$ cat src/rtl/sprite_compositor.sv
// rtl/sprite_compositor.sv - N-sprite priority compositor with per-frame shadowing, palette and collision mask
module sprite_compositor #(
    parameter int N_SPRITES = 2,
    parameter int SPRITE_W  = 100,
    parameter int SPRITE_H  = 100,
    parameter int H_ACTIVE  = 640,
    parameter int V_ACTIVE  = 480
) (
    input  logic                     clk,
    input  logic                     rst,
    input  logic [9:0]               pixel_x,
    input  logic [9:0]               pixel_y,
    input  logic [10*N_SPRITES-1:0]  sprite_x,
    input  logic [10*N_SPRITES-1:0]  sprite_y,
    input  logic [4*N_SPRITES-1:0]   sprite_state,
    input  logic [N_SPRITES-1:0]     sprite_en,
    input  logic [7:0]               bg_color,
    output logic [7:0]               color_out,
    output logic                     frame_tick,
    output logic [N_SPRITES-1:0]     hit_mask,
    output logic                     collision
);

    localparam logic [10:0] SW    = 11'(SPRITE_W);
    localparam logic [10:0] SH    = 11'(SPRITE_H);
    localparam logic [9:0]  H_ACT = 10'(H_ACTIVE);
    localparam logic [9:0]  V_ACT = 10'(V_ACTIVE);

    logic                    cond, cond_q, tick_edge, active;
    logic [10*N_SPRITES-1:0] sh_x, sh_y;
    logic [4*N_SPRITES-1:0]  sh_state;
    logic [N_SPRITES-1:0]    sh_en, hit, hit_q, acc;
    logic [3:0]              hit_cnt;
    logic                    active_q;
    logic [7:0]              bg_q, sel_color;
    logic [10:0]             px, py;

    function automatic logic [7:0] palette(input logic [3:0] s);
        case (s)
            4'd0:    palette = 8'hE0;
            4'd1:    palette = 8'h0F;
            4'd2:    palette = 8'hF0;
            4'd3:    palette = 8'h1F;
            4'd4:    palette = 8'hFC;
            4'd5:    palette = 8'hFF;
            default: palette = 8'h00;
        endcase
    endfunction

    assign cond      = (pixel_x == 10'd0) && (pixel_y == V_ACT);
    assign tick_edge = cond && !cond_q;
    assign active    = (pixel_x < H_ACT) && (pixel_y < V_ACT);
    assign px        = {1'b0, pixel_x};
    assign py        = {1'b0, pixel_y};
    assign collision = |hit_mask;

    // 11-bit bounds so a sprite near the edge clips instead of wrapping
    always_comb begin
        hit     = '0;
        hit_cnt = 4'd0;
        for (int i = 0; i < N_SPRITES; i++) begin
            hit[i] = sh_en[i]
                  && (px >= {1'b0, sh_x[10*i +: 10]}) && (px < {1'b0, sh_x[10*i +: 10]} + SW)
                  && (py >= {1'b0, sh_y[10*i +: 10]}) && (py < {1'b0, sh_y[10*i +: 10]} + SH);
            hit_cnt = hit_cnt + {3'd0, hit[i]};
        end
    end

    // Walk from lowest priority upward so index 0 overrides everyone
    always_comb begin
        sel_color = bg_q;
        for (int i = N_SPRITES - 1; i >= 0; i--) begin
            if (hit_q[i]) sel_color = palette(sh_state[4*i +: 4]);
        end
    end

    always_ff @(posedge clk) begin
        if (rst) begin
            cond_q     <= 1'b0;
            frame_tick <= 1'b0;
            sh_x       <= '0;
            sh_y       <= '0;
            sh_state   <= '0;
            sh_en      <= '0;
            acc        <= '0;
            hit_mask   <= '0;
            hit_q      <= '0;
            active_q   <= 1'b0;
            bg_q       <= 8'h00;
            color_out  <= 8'h00;
        end else begin
            cond_q     <= cond;
            frame_tick <= tick_edge;
            if (tick_edge) begin
                sh_x     <= sprite_x;
                sh_y     <= sprite_y;
                sh_state <= sprite_state;
                sh_en    <= sprite_en;
                hit_mask <= acc;
                acc      <= '0;
            end else if (active && (hit_cnt >= 4'd2)) begin
                acc <= acc | hit;
            end
            hit_q     <= hit;
            active_q  <= active;
            bg_q      <= bg_color;
            color_out <= active_q ? sel_color : 8'h00;
        end
    end

endmodule

$ cat config.mk
export PLATFORM = sky130hd
export DESIGN_NAME = sprite_compositor
export DESIGN_NICKNAME = d
export VERILOG_FILES = /design/src/rtl/sprite_compositor.sv
export SDC_FILE = /design/constraint.sdc
export NUM_CORES = 1
export LEC_CHECK = 0
export ABC_AREA = 1
export CAP_MARGIN = 20
export CORE_MARGIN = 1
export CORE_UTILIZATION = 25
export DETAILED_ROUTE_END_ITERATION = 16
export SYNTH_ARGS = -nofsm -noshare
export SYNTH_HDL_FRONTEND = slang
export SYNTH_SLANG_ARGS = --single-unit
$ cat constraint.sdc
create_clock -name clk -period 2.7 [get_ports clk]
set_clock_uncertainty 0.2 [all_clocks]
set_input_delay 0.27 -clock clk [delete_from_list [all_inputs] [get_ports clk]]
set_output_delay 0.27 -clock clk [all_outputs]
set_load 0.02 [all_outputs]
==> flow_summary.yaml <==
sta:
  maxSlewHeadroom_pct: 72.92
  rsz0062_at_grt: "no"
  tightest_slew_ns: 0.4038
  timing.final.crit_period_ns: 2.482
  finalSetupViolations: 0
  max_freq_mhz: 402.9
  hold_viol_final: 0
  setup_tns_ns: 0
  final_period_utilization_pct: 91.93
  setup_slack_ns: 0.2178
  slew_viol_final: 0
final_layout:
  finish.utilization_pct: 33.94
  antennaDiodeCount: 0
  design.final.nets: 924
  drive_gt1_share_pct: 11.51
  syn2layout_area_growth_pct: 32.62
clock_tree:
  clock_tree_from_tritoncts: "yes"
  clk_pin_slew_ns: 0.06
  cts_hold_buf: 0
  number_of_sinks_on_the_clock_net: 75
  cts.repair_timing.setup_buffer_count: 0
  clock-root-buffer: "sky130_fd_sc_hd__clkbuf_16"
  cts-root-to-sink-buffers: 2
  clock_tree.htree_level_count: 3
  cts_made_buffers: 9
  cts_resized: 0
  worst_skew_pair.late_latency_ns: 0.34
worst_setup_path:
  worstPathRequired_ns: 2.79
  start_kind: "register"
  timing.critical_path.to_type: "register"
  timing.setup.critical_path_class: "register to register"
  cp_data_arrival_time_ns: 2.57
  critical_path_peak_fanout: 4
synth:
  number_of_enable_flip_flop_cells_after_synthesis: 0
  yosysUniqueCellTypes: 32
  syn_area_um2: 5014
  synth_sequential_area_ratio_pct: 29.95
  synth_top_cell_by_area: "sky130_fd_sc_hd__dfxtp_1"
  syn_area_per_cell_um2: 7.551
  synth_most_common_cell: "sky130_fd_sc_hd__nand2_1"
  postSynthCellCount: 664
  synth_fp_nets: 820
  ys_top_cells_by_area: "sky130_fd_sc_hd__dfxtp_1, sky130_fd_sc_hd__ha_1, sky130_fd_sc_hd__nand2_1"
  ys_seq_elements: 75
  synth_top_cells_by_count: "sky130_fd_sc_hd__nand2_1, sky130_fd_sc_hd__inv_1, sky130_fd_sc_hd__ha_1"
  yosys.area.top_type_share_pct: 29.95
  yosys_warnings: 0
  postSynth.asyncResetShare_pct: 0
  ys_dominant_reg_cell: "sky130_fd_sc_hd__dfxtp_1"
global_route:
  grt.total_usage_pct: 13.61
  grt_antenna_before_repair: 0
  first_pass_grt_wire_length_um: 21570
  grt.overflow.total: 0
  grt_pass1_vias: 4438
  largest_net_degree_at_the_start_of_global_routing: 27
routing:
  antenna_left: 0
  post_drt_via_cell_ratio: 4.293
  initialDrtViolationCount: 156
  remaining_drc_errors: 0
  drt-pass1-iter-count: 4
  drt-wirelength-per-cell_um: 12.71
  via_count: 4456
  finalWirelength_um: 13190
placement:
  dp_hpwl_um: 10690
  dpl_worst_slack_ns: 0.1353
  placement.io_buffers: 91
  routabilityCongestion: 0.8406
flow_run:
  drv.max_cap_violation_count: 0
floorplan:
  dieWidth_um: 143.6
  start_util_pct: 25.59
  placeableCoreArea_um2: 19590
  die_height_um: 143.6
  num_io_pins: 92
  fp-row-count: 51
  die_area_um2: 20620
pwr:
  report.power.total_w: 0.002819
  leakage_nw: 2.823
  cell_area_power_density_nw_per_um2: 424.0
  vdd.ir_drop.worst_uv: 265.3
outcome:
  run_status: "complete, no violations"
hold_path:
  hold_path_class: "input pin to register"
## sequential cells by signal, summed over array words and instances, names as in the netlist, 2 cells and up
register,count
acc,2
bg_q,8
color_out,8
hit_mask,2
hit_q,2
sh_en,2
sh_state,8
sh_x,20
sh_y,20
## cells in the final DEF, fill, tap and decap left out, types with 3 or more instances in the layout
cell and instances:
sky130_fd_sc_hd__nand2_1 152, sky130_fd_sc_hd__nand3_1 43, sky130_fd_sc_hd__o21ai_1 12, sky130_fd_sc_hd__dfxtp_2 4, sky130_fd_sc_hd__dfxtp_1 71, sky130_fd_sc_hd__o21ai_0 13
sky130_fd_sc_hd__o21a_1 7, sky130_fd_sc_hd__nor4_1 5, sky130_fd_sc_hd__buf_12 4, sky130_fd_sc_hd__nor2_2 4, sky130_fd_sc_hd__o21ai_2 30, sky130_fd_sc_hd__a21oi_1 43
sky130_fd_sc_hd__xor2_1 16, sky130_fd_sc_hd__nor3_1 7, sky130_fd_sc_hd__inv_1 80, sky130_fd_sc_hd__nor2_1 46, sky130_fd_sc_hd__xnor2_1 4, sky130_fd_sc_hd__clkdlybuf4s50_1 91
sky130_fd_sc_hd__nand4_1 6, sky130_fd_sc_hd__inv_2 3, sky130_fd_sc_hd__nand2_2 12, sky130_fd_sc_hd__a21o_1 3, sky130_fd_sc_hd__ha_1 75, sky130_fd_sc_hd__o21bai_1 3
sky130_fd_sc_hd__clkbuf_16 9, sky130_fd_sc_hd__buf_4 9
## stage by stage
stage               hold slack [ns]  cell area (µm²)  cells
floorplan                    0.1455             5014    664
global placement             0.2652             6295   1022
detailed placement           0.2660             6295   1022
CTS                          0.2327             6624   1038
global route                 0.2524             6649   1038
finish                       0.2506             6649   1038
## where the power goes
part | leakage (nW) | switching (W) | internal, W
sequential | 0.608 | 0.00000227 | 0.00112
clock | 0.159 | 0.000485 | 0.000859
combinational | 2.06 | 0.000170 | 0.000189
## per-layer routing
layer  GRT usage, %  routed length [µm]
met1          17.55                6641
met3          3.832                 558
met4          3.135                 131
met2          22.30                5857
met5              0                   0
## area by class of cell
class / instances / area, µm²
Timing Repair Buffer: 104 / 1059
Clock inverter: 4 / 72.57
Inverter: 86 / 327.8
Sequential cell: 75 / 1506
Multi-Input combinational cell: 492 / 3095
Tap cell: 265 / 331.6
Fill cell: 2105 / 12940
Clock buffer: 12 / 256.5
## critical path: stages (launching register included)
cell and delay (ns):
sky130_fd_sc_hd__dfxtp_1 0.34, sky130_fd_sc_hd__ha_1 0.23, sky130_fd_sc_hd__nand2_1 0.07, sky130_fd_sc_hd__nand2_1 0.10, sky130_fd_sc_hd__o21ai_1 0.17, sky130_fd_sc_hd__xor2_1 0.20
sky130_fd_sc_hd__ha_1 0.27, sky130_fd_sc_hd__a21oi_1 0.14, sky130_fd_sc_hd__nor2_1 0.07, sky130_fd_sc_hd__nor2_1 0.08, sky130_fd_sc_hd__nand3_1 0.09, sky130_fd_sc_hd__nor2_1 0.14
sky130_fd_sc_hd__nand3_1 0.10, sky130_fd_sc_hd__nor2_2 0.11, sky130_fd_sc_hd__nor2_1 0.06, sky130_fd_sc_hd__nor2_2 0.06
## kinds of logic (layout without fill, tap and decap cells)
kind of cell / count (synthesis) / in the layout / share of synthesized area (%)
AOI/OAI and AO/OA: 113 / 113 / 14.27
adders and majority gates: 76 / 76 / 18.97
DFF: 75 / 75 / 29.95
xor gates and xnor gates: 21 / 21 / 3.668
buffers and inverters: 97 / 206 / 8.710
and+or+nand+nor: 282 / 282 / 24.43
## worst paths after layout
check | from | end | slack [ns] | cells after the start
worst min-delay path | bg_color[5] | bg_q[5] | 0.25 | 3
worst min register to register | sh_y[10] | sh_y[10] | 0.27 | 2
worst max register to register | sh_x[2] | acc[0] | 0.22 | 15
worst max-delay path | sh_x[2] | acc[0] | 0.22 | 15
(Power assumes the default switching activity.)
